==> src/rtl/pll_dyn_cfg_ctrl_pkg.sv <==
// Shared widths, FSM states and state-class helpers for the PLL dynamic-config controller.
package pll_dyn_cfg_ctrl_pkg;

  localparam int unsigned DIV_W  = 10;
  localparam int unsigned PH_W   = 13;
  localparam int unsigned LOSS_W = 8;

  typedef enum logic [2:0] {
    ST_IDLE      = 3'd0,
    ST_PWD       = 3'd1,
    ST_RST       = 3'd2,
    ST_WAIT_LOCK = 3'd3,
    ST_LOCKED    = 3'd4,
    ST_ERR       = 3'd5
  } state_t;

  // States in which a new configuration may be offered.
  function automatic logic state_accepts(input state_t s);
    return s inside {ST_IDLE, ST_LOCKED, ST_ERR};
  endfunction

  // States that belong to an active power-down/reset/lock sequence.
  function automatic logic state_busy(input state_t s);
    return s inside {ST_PWD, ST_RST, ST_WAIT_LOCK};
  endfunction

  // States in which the PLL is held in reset.
  function automatic logic state_holds_rst(input state_t s);
    return s inside {ST_IDLE, ST_PWD, ST_RST, ST_ERR};
  endfunction

endpackage

==> src/rtl/pll_dyn_cfg_ctrl_if.sv <==
// Configuration handshake bus between system control logic and the PLL controller.
interface pll_dyn_cfg_ctrl_if
  import pll_dyn_cfg_ctrl_pkg::*;
#(
  parameter int unsigned NUM_CH = 5
);

  logic                     cfg_valid;
  logic                     cfg_ready;
  logic [DIV_W-1:0]         cfg_idiv;
  logic [DIV_W-1:0]         cfg_fdiv;
  logic [NUM_CH*DIV_W-1:0]  cfg_odiv;
  logic [NUM_CH*DIV_W-1:0]  cfg_duty;
  logic [NUM_CH*PH_W-1:0]   cfg_phase;

  modport master (
    output cfg_valid, cfg_idiv, cfg_fdiv, cfg_odiv, cfg_duty, cfg_phase,
    input  cfg_ready
  );

  modport slave (
    input  cfg_valid, cfg_idiv, cfg_fdiv, cfg_odiv, cfg_duty, cfg_phase,
    output cfg_ready
  );

endinterface

==> src/rtl/pll_dyn_cfg_ctrl_sync_2ff.sv <==
// Two-flop synchronizer bringing the asynchronous PLL lock into the clk domain.
module pll_dyn_cfg_ctrl_sync_2ff (
  input  logic clk,
  input  logic rst,
  input  logic d,
  output logic q
);

  logic meta;

  // Shift the raw input through two flops; both clear on reset.
  always_ff @(posedge clk) begin
    if (rst) begin
      meta <= 1'b0;
      q    <= 1'b0;
    end else begin
      meta <= d;
      q    <= meta;
    end
  end

endmodule

==> src/rtl/pll_dyn_cfg_ctrl.sv <==
// Initiator of the PLL dynamic-configuration sequence: accepts a config,
// powers down and resets the PLL, qualifies lock and relocks on lock loss.
module pll_dyn_cfg_ctrl
  import pll_dyn_cfg_ctrl_pkg::*;
#(
  parameter int unsigned NUM_CH       = 5,
  parameter int unsigned PWD_CYCLES   = 10,
  parameter int unsigned RST_CYCLES   = 10,
  parameter int unsigned LOCK_STABLE  = 16,
  parameter int unsigned LOCK_TIMEOUT = 100000,
  parameter int unsigned DEF_ODIV     = 100,
  parameter int unsigned DEF_DUTY     = 100,
  parameter int unsigned DEF_PHASE    = 16
) (
  input  logic                     clk,
  input  logic                     rst,
  pll_dyn_cfg_ctrl_if.slave        cfg,
  input  logic                     pll_lock,
  output logic                     pll_pwd,
  output logic                     pll_rst,
  output logic [DIV_W-1:0]         dyn_idiv,
  output logic [DIV_W-1:0]         dyn_fdiv,
  output logic [NUM_CH*DIV_W-1:0]  dyn_odiv,
  output logic [NUM_CH*DIV_W-1:0]  dyn_duty,
  output logic [NUM_CH*PH_W-1:0]   dyn_phase,
  output logic                     locked,
  output logic                     busy,
  output logic                     done,
  output logic                     err_param,
  output logic                     err_timeout,
  output logic                     err_lost,
  output logic [LOSS_W-1:0]        loss_cnt
);

  localparam int unsigned SEQ_MAX = (PWD_CYCLES > RST_CYCLES) ? PWD_CYCLES : RST_CYCLES;
  localparam int unsigned CNT_MAX = (LOCK_TIMEOUT > SEQ_MAX) ? LOCK_TIMEOUT : SEQ_MAX;
  localparam int unsigned CNT_W   = $clog2(CNT_MAX + 1);
  localparam int unsigned STB_W   = $clog2(LOCK_STABLE + 1);

  state_t             state, state_next;
  logic [CNT_W-1:0]   cnt, cnt_next;
  logic [STB_W-1:0]   stable, stable_next;
  logic               lock_s;
  logic               cfg_ok, xfer, accept, loss;

  logic               pll_pwd_d, pll_rst_d, ready_d, busy_d, locked_d, done_d;
  logic               err_param_d, err_timeout_d, err_lost_d;
  logic [LOSS_W-1:0]  loss_cnt_d;

  pll_dyn_cfg_ctrl_sync_2ff u_lock_sync (
    .clk (clk),
    .rst (rst),
    .d   (pll_lock),
    .q   (lock_s)
  );

  // A config is usable only if no divider is zero.
  always_comb begin
    cfg_ok = (cfg.cfg_idiv != '0) && (cfg.cfg_fdiv != '0);
    for (int i = 0; i < int'(NUM_CH); i++) begin
      if (cfg.cfg_odiv[i*DIV_W +: DIV_W] == '0) cfg_ok = 1'b0;
    end
  end

  assign xfer   = cfg.cfg_valid && cfg.cfg_ready;
  assign accept = xfer && cfg_ok;
  // A simultaneous accepted config takes priority over a lock loss.
  assign loss   = (state == ST_LOCKED) && !lock_s && !accept;

  // State register.
  always_ff @(posedge clk) begin
    if (rst) state <= ST_IDLE;
    else     state <= state_next;
  end

  // Next state plus the shared phase/timeout counter and lock-stability counter.
  always_comb begin
    state_next  = state;
    cnt_next    = '0;
    stable_next = '0;
    case (state)
      ST_IDLE, ST_ERR: if (accept) state_next = ST_PWD;
      ST_PWD:          if (cnt == CNT_W'(PWD_CYCLES - 1)) state_next = ST_RST;
      ST_RST:          if (cnt == CNT_W'(RST_CYCLES - 1)) state_next = ST_WAIT_LOCK;
      ST_WAIT_LOCK: begin
        if (lock_s && (stable == STB_W'(LOCK_STABLE - 1))) state_next = ST_LOCKED;
        else if (cnt == CNT_W'(LOCK_TIMEOUT - 1))           state_next = ST_ERR;
      end
      ST_LOCKED: begin
        if (accept)    state_next = ST_PWD;
        else if (loss) state_next = ST_RST;
      end
      default:         state_next = ST_IDLE;
    endcase
    if ((state_next == state) && state_busy(state)) cnt_next = cnt + CNT_W'(1);
    if ((state == ST_WAIT_LOCK) && (state_next == ST_WAIT_LOCK) && lock_s)
      stable_next = stable + STB_W'(1);
  end

  // Output values for the coming cycle, derived from the state being entered.
  always_comb begin
    pll_pwd_d     = (state_next == ST_PWD);
    pll_rst_d     = state_holds_rst(state_next);
    ready_d       = state_accepts(state_next);
    busy_d        = state_busy(state_next);
    locked_d      = (state_next == ST_LOCKED);
    done_d        = (state_next == ST_LOCKED) && (state != ST_LOCKED);
    err_param_d   = xfer && !cfg_ok;
    err_timeout_d = err_timeout;
    err_lost_d    = err_lost;
    loss_cnt_d    = loss_cnt;
    if (accept) begin
      err_timeout_d = 1'b0;
      err_lost_d    = 1'b0;
      loss_cnt_d    = '0;
    end else begin
      if ((state == ST_WAIT_LOCK) && (state_next == ST_ERR)) err_timeout_d = 1'b1;
      if (loss) begin
        err_lost_d = 1'b1;
        if (loss_cnt != '1) loss_cnt_d = loss_cnt + LOSS_W'(1);
      end
    end
  end

  // Counters, registered outputs and the config registers driven to the PLL.
  always_ff @(posedge clk) begin
    if (rst) begin
      cnt           <= '0;
      stable        <= '0;
      pll_pwd       <= 1'b0;
      pll_rst       <= 1'b1;
      cfg.cfg_ready <= 1'b1;
      busy          <= 1'b0;
      locked        <= 1'b0;
      done          <= 1'b0;
      err_param     <= 1'b0;
      err_timeout   <= 1'b0;
      err_lost      <= 1'b0;
      loss_cnt      <= '0;
      dyn_idiv      <= DIV_W'(2);
      dyn_fdiv      <= DIV_W'(32);
      dyn_odiv      <= {NUM_CH{DIV_W'(DEF_ODIV)}};
      dyn_duty      <= {NUM_CH{DIV_W'(DEF_DUTY)}};
      dyn_phase     <= {NUM_CH{PH_W'(DEF_PHASE)}};
    end else begin
      cnt           <= cnt_next;
      stable        <= stable_next;
      pll_pwd       <= pll_pwd_d;
      pll_rst       <= pll_rst_d;
      cfg.cfg_ready <= ready_d;
      busy          <= busy_d;
      locked        <= locked_d;
      done          <= done_d;
      err_param     <= err_param_d;
      err_timeout   <= err_timeout_d;
      err_lost      <= err_lost_d;
      loss_cnt      <= loss_cnt_d;
      if (accept) begin
        dyn_idiv  <= cfg.cfg_idiv;
        dyn_fdiv  <= cfg.cfg_fdiv;
        dyn_odiv  <= cfg.cfg_odiv;
        dyn_duty  <= cfg.cfg_duty;
        dyn_phase <= cfg.cfg_phase;
      end
    end
  end

endmodule

==> src/flat_wrapper.sv <==
// flat-port wrapper written by rule: the top's interface ports become plain ports
module pll_dyn_cfg_ctrl_flat import pll_dyn_cfg_ctrl_pkg::*;
#(
  parameter int unsigned NUM_CH       = 5,
  parameter int unsigned PWD_CYCLES   = 10,
  parameter int unsigned RST_CYCLES   = 10,
  parameter int unsigned LOCK_STABLE  = 16,
  parameter int unsigned LOCK_TIMEOUT = 100000,
  parameter int unsigned DEF_ODIV     = 100,
  parameter int unsigned DEF_DUTY     = 100,
  parameter int unsigned DEF_PHASE    = 16
)
  (clk, rst, pll_lock, pll_pwd, pll_rst, dyn_idiv, dyn_fdiv, dyn_odiv, dyn_duty, dyn_phase, locked, busy, done, err_param, err_timeout, err_lost, loss_cnt, cfg_cfg_valid, cfg_cfg_idiv, cfg_cfg_fdiv, cfg_cfg_odiv, cfg_cfg_duty, cfg_cfg_phase, cfg_cfg_ready);
  pll_dyn_cfg_ctrl_if #(.NUM_CH(NUM_CH)) cfg_i ();
  input  logic clk;
  input  logic rst;
  input  logic pll_lock;
  output logic pll_pwd;
  output logic pll_rst;
  output logic [DIV_W-1:0] dyn_idiv;
  output logic [DIV_W-1:0] dyn_fdiv;
  output logic [NUM_CH*DIV_W-1:0] dyn_odiv;
  output logic [NUM_CH*DIV_W-1:0] dyn_duty;
  output logic [NUM_CH*PH_W-1:0] dyn_phase;
  output logic locked;
  output logic busy;
  output logic done;
  output logic err_param;
  output logic err_timeout;
  output logic err_lost;
  output logic [LOSS_W-1:0] loss_cnt;
  input wire logic [$bits(cfg_i.cfg_valid)-1:0] cfg_cfg_valid;
  input wire logic [$bits(cfg_i.cfg_idiv)-1:0] cfg_cfg_idiv;
  input wire logic [$bits(cfg_i.cfg_fdiv)-1:0] cfg_cfg_fdiv;
  input wire logic [$bits(cfg_i.cfg_odiv)-1:0] cfg_cfg_odiv;
  input wire logic [$bits(cfg_i.cfg_duty)-1:0] cfg_cfg_duty;
  input wire logic [$bits(cfg_i.cfg_phase)-1:0] cfg_cfg_phase;
  output wire logic [$bits(cfg_i.cfg_ready)-1:0] cfg_cfg_ready;
  assign cfg_i.cfg_valid = cfg_cfg_valid;
  assign cfg_i.cfg_idiv = cfg_cfg_idiv;
  assign cfg_i.cfg_fdiv = cfg_cfg_fdiv;
  assign cfg_i.cfg_odiv = cfg_cfg_odiv;
  assign cfg_i.cfg_duty = cfg_cfg_duty;
  assign cfg_i.cfg_phase = cfg_cfg_phase;
  assign cfg_cfg_ready = cfg_i.cfg_ready;
  pll_dyn_cfg_ctrl #(.NUM_CH(NUM_CH), .PWD_CYCLES(PWD_CYCLES), .RST_CYCLES(RST_CYCLES), .LOCK_STABLE(LOCK_STABLE), .LOCK_TIMEOUT(LOCK_TIMEOUT), .DEF_ODIV(DEF_ODIV), .DEF_DUTY(DEF_DUTY), .DEF_PHASE(DEF_PHASE)) u_core (.clk(clk), .rst(rst), .cfg(cfg_i), .pll_lock(pll_lock), .pll_pwd(pll_pwd), .pll_rst(pll_rst), .dyn_idiv(dyn_idiv), .dyn_fdiv(dyn_fdiv), .dyn_odiv(dyn_odiv), .dyn_duty(dyn_duty), .dyn_phase(dyn_phase), .locked(locked), .busy(busy), .done(done), .err_param(err_param), .err_timeout(err_timeout), .err_lost(err_lost), .loss_cnt(loss_cnt));
endmodule
==> config.mk <==
export PLATFORM = sky130hd
export DESIGN_NAME = pll_dyn_cfg_ctrl_flat
export DESIGN_NICKNAME = d
export VERILOG_FILES = /design/src/rtl/pll_dyn_cfg_ctrl_pkg.sv /design/src/rtl/pll_dyn_cfg_ctrl_if.sv /design/src/rtl/pll_dyn_cfg_ctrl_sync_2ff.sv /design/src/rtl/pll_dyn_cfg_ctrl.sv /design/src/flat_wrapper.sv
export SDC_FILE = /design/constraint.sdc
export NUM_CORES = 1
export LEC_CHECK = 0
export CAP_MARGIN = 15
export CORE_MARGIN = 1.5
export CORE_UTILIZATION = 30
export DETAILED_ROUTE_END_ITERATION = 8
export PLACE_DENSITY_LB_ADDON = 0.1
export SYNTH_ARGS = -nofsm -noshare
export SYNTH_HDL_FRONTEND = slang
export SYNTH_SLANG_ARGS = --single-unit
==> constraint.sdc <==
create_clock -name clk -period 2 [get_ports clk]
set_input_delay 0.4 -clock clk [delete_from_list [all_inputs] [get_ports clk]]
set_output_delay 0.4 -clock clk [all_outputs]
set_load 0.01 [all_outputs]
==> summary.txt <==
Setup path
  – Crit. End Element: flip-flop
  – Critical Path AT: roughly 2400 ps
  – Worst setup path class: in2reg
  – WP data required: 2460 ps
  – Critical Path Start: cfg_cfg_odiv[35]
  – CP startpoint kind: input port
  – RR Startpoint: u_core.cnt[11]
  – Crit path max fanout: 8

Clock network
  – Num CTS Buffers: 27
  – CTS Sinks: roughly 230
  – Worst-case clock buffer depth: 3
  – Cts hold-fix bufs: 0
  – CTS tree: done
  – Clock-pin slew on the worst setup and hold paths: ~60 ps
  – CTS H-tree lvls: 1
  – Clock root cell: clkbuf_16
  – Worst-Skew Late Latency: approximately 530 ps

Detailed routing
  – Post-DRT Antenna Nets: 0
  – Wire per inst: ~17 um
  – Via count: roughly 8.9k
  – DRC: 0
  – Via density per instance: ~4.6
  – DR pass1 iterations: 5
  – WL final: between 30,000 and 40,000 um
  – DRT iter0 DRCs: between 400 and 500

Global route
  – Grt ovf: 0
  – GRT Total Usage: 19.7%
  – Global-route wire length before repair: between 40,000 and 50,000 um
  – Initial antenna violation count: 6
  – Largest net degree at the start of global routing: 64
  – Vias in the first global route: 8,268

Placement
  – IO buf count: between 300 and 400
  – DP Wirelength: between 20,000 and 25,000 um
  – Routability congestion estimate: approximately 0.84
  – Placed insts: 1,838

STA
  – Final slew viol count: 0
  – Fin crit share: 96.9%
  – RSZ-0062 raised after global routing: true
  – Fmax: 0.516 GHz
  – Setup_tns: 0 ps
  – Clk_skew: between 6 and 7 ps
  – Tmin final: ~1900 ps
  – Least-Margin Pin Slew: 562 ps
  – Max transition margin: 62.6%
  – Finish-stage setup viols: 0
  – Final hold vios: 0

Floorplanning
  – Die Span X: about 170 um
  – Core area: roughly 0.028 mm^2
  – # rows: slightly above 60
  – Die Area: 0.0294 mm^2
  – Num ports: 391
  – Die Y: around 170 um
  – Initial core utilization: around 30%

Yosys
  – Commonest cells post-synth: nand2_1 (386), dfxtp_1 (229), a21oi_1 (151)
  – Synth area leader: dfxtp_1
  – #FFs+latches synth: approximately 230
  – Post-synthesis sequential area ratio: a little over half
  – Yosys top cell area share: ~54%
  – Yosys warns: 0
  – Leading post-synthesis cells by cell area: dfxtp_1 (54%), nand2_1 (17%), a21oi_1 (8.9%)
  – Area of the mapped netlist: approximately 0.0085 mm^2
  – Net Count, Synth: 1,258
  – Synth cell types: between 40 and 50
  – Post-synth EDFFs: 0
  – Synth Instances: roughly 1.1k
  – Mapped Avg Cell Area: 8.01 um^2
  – Fraction of synthesis flops using an asynchronous set or reset pin: 0%
  – Most frequent cell after synthesis: nand2_1
  – Synth Flop Type: dfxtp_1

Pwr
  – Power Dens Cells: roughly 800 mW/mm^2
  – VDD IR-drop max: approximately 520 uV
  – Static leakage: approximately 6 nW

Status
  – Status: finished, final reports clean

Min path
  – Hold_sp: cfg_cfg_odiv[25]
  – Worst min path class: in2reg

Cells and area
  – Post-layout nets: 1,704
  – Share of cells above drive strength 1: about an eighth
  – Area delta synth->final: 75.5%
  – Non-filler cells in the finished layout: between 1.5k and 2k

Job
  – Max-cap violations: 0
-- per-layer routing --
| layer | track usage, % | part of all wire [%] |
|---|---|---|
| met3 | 8.54 | 11 |
| met1 | 22.5 | 40 |
| met5 | 0 | 0.031 |
| met4 | 7.36 | 3.4 |
| met2 | 32.6 | 46 |
-- flip-flops by register name (all words and copies together) (netlist names), 5 cells and up --
| register | cells |
|---|---|
| u_core.cnt | 17 |
| u_core.dyn_duty | 50 |
| u_core.dyn_fdiv | 10 |
| u_core.dyn_idiv | 10 |
| u_core.dyn_odiv | 50 |
| u_core.dyn_phase | 65 |
| u_core.loss_cnt | 8 |
| u_core.stable | 5 |
-- layout by cell type (no fill, tap or decap), drive strengths merged, types with 2 or more instances in the layout --
| master | Yosys | final |
|---|---|---|
| a21oi | 151 | 151 |
| and3 | 3 | 3 |
| buf | 26 | 89 |
| clkbuf | 45 | 50 |
| clkdlybuf4s50 | 0 | 332 |
| clkinv | 0 | 5 |
| dfxtp | 229 | 229 |
| diode | 0 | 5 |
| dlygate4sd2 | 0 | 5 |
| dlymetal6s2s | 0 | 51 |
| ha | 5 | 5 |
| inv | 8 | 9 |
| mux2i | 5 | 5 |
| nand2 | 388 | 388 |
| nand3 | 65 | 65 |
| nand4 | 3 | 3 |
| nor2 | 39 | 39 |
| nor2b | 2 | 2 |
| nor3 | 9 | 10 |
| nor4 | 27 | 27 |
| nor4b | 5 | 5 |
| o21ai | 6 | 6 |
| o311a | 2 | 2 |
| o31a | 2 | 2 |
| o31ai | 5 | 5 |
| or3 | 8 | 8 |
| xnor2 | 8 | 8 |
| xor2 | 9 | 9 |
-- worst paths after layout --
| check | cells after the start | slack, ps | endpoint |
|---|---|---|---|
| setup / recovery | 8 | 60 | u_core.loss_cnt[0] |
| hold / removal | 3 | 130 | u_core.dyn_odiv[25] |
| setup reg to reg | 6 | 80 | u_core.stable[3] |
| hold reg to reg | 1 | 430 | u_core.u_lock_sync.q |
-- report_power, final --
group / internal [mW] / switching [mW] / leakage, nW
Clock: 2.69 / 1.91 / 0.409
Combinational: 1.31 / 1.05 / 3.86
Sequential: 4.86 / 0.151 / 1.88
-- logic make-up (layout without fill, tap and decap cells) --
logic type / after synthesis / count (layout) / share of synthesized area, %
buffers and inverters: 79 / 542 / 3.91
adders and majority gates: 5 / 5 / 0.734
xor gates and xnor gates: 17 / 17 / 1.75
and+or+nand+nor: 554 / 555 / 28.0
DFF: 229 / 229 / 53.8
other: 0 / 5 / 0
muxes: 5 / 5 / 0.587
AOI/OAI and AO/OA: 175 / 175 / 11.2
-- layout make-up --
cell class / count / area [um^2]
Multi-Input combinational cell: 757 / 3820
Antenna cell: 5 / 12.5
Inverter: 8 / 30.0
Clock buffer: 41 / 788
Fill cell: 2585 / 12900
Clock inverter: 6 / 33.8
Timing Repair Buffer: 487 / 5210
Tap cell: 378 / 473
Sequential cell: 229 / 4590
-- worst max-delay path: stages --
cell and delay [ps]:
clkdlybuf4s50_1 440, nor4_1 330, nand3_2 180, nand3_4 170, nor3_2 100, buf_12 150
or4_1 500, a21oi_1 130
-- through the flow --
stage          hold slack, ps  worst slack, ps  power [mW]  instance area (um^2)  util (%)
6_report                  126             62.5        12.0                 15000      53.7
5_1_grt                   140            -51.8        12.5                 14900      53.7
4_1_cts                   190             5.46        11.9                 14300      51.4
3_5_place_dp              426             -828        7.25                 13300      47.9
3_3_place_gp              430             -800        7.24                 13300      47.9
2_1_floorplan             414              156        5.89                  8520         -
-- timing repair --
| item | 4_1_cts | 5_1_grt |
|---|---|---|
| gates resized for setup | 21 | 92 |
| buffers inserted | 3 | 2 |
| setup endpoints to repair | 207 | 221 |
| cloned | 2 | 14 |
| pin swaps | 6 | 29 |
No activity file was read; power rests on OpenSTA's default activity.
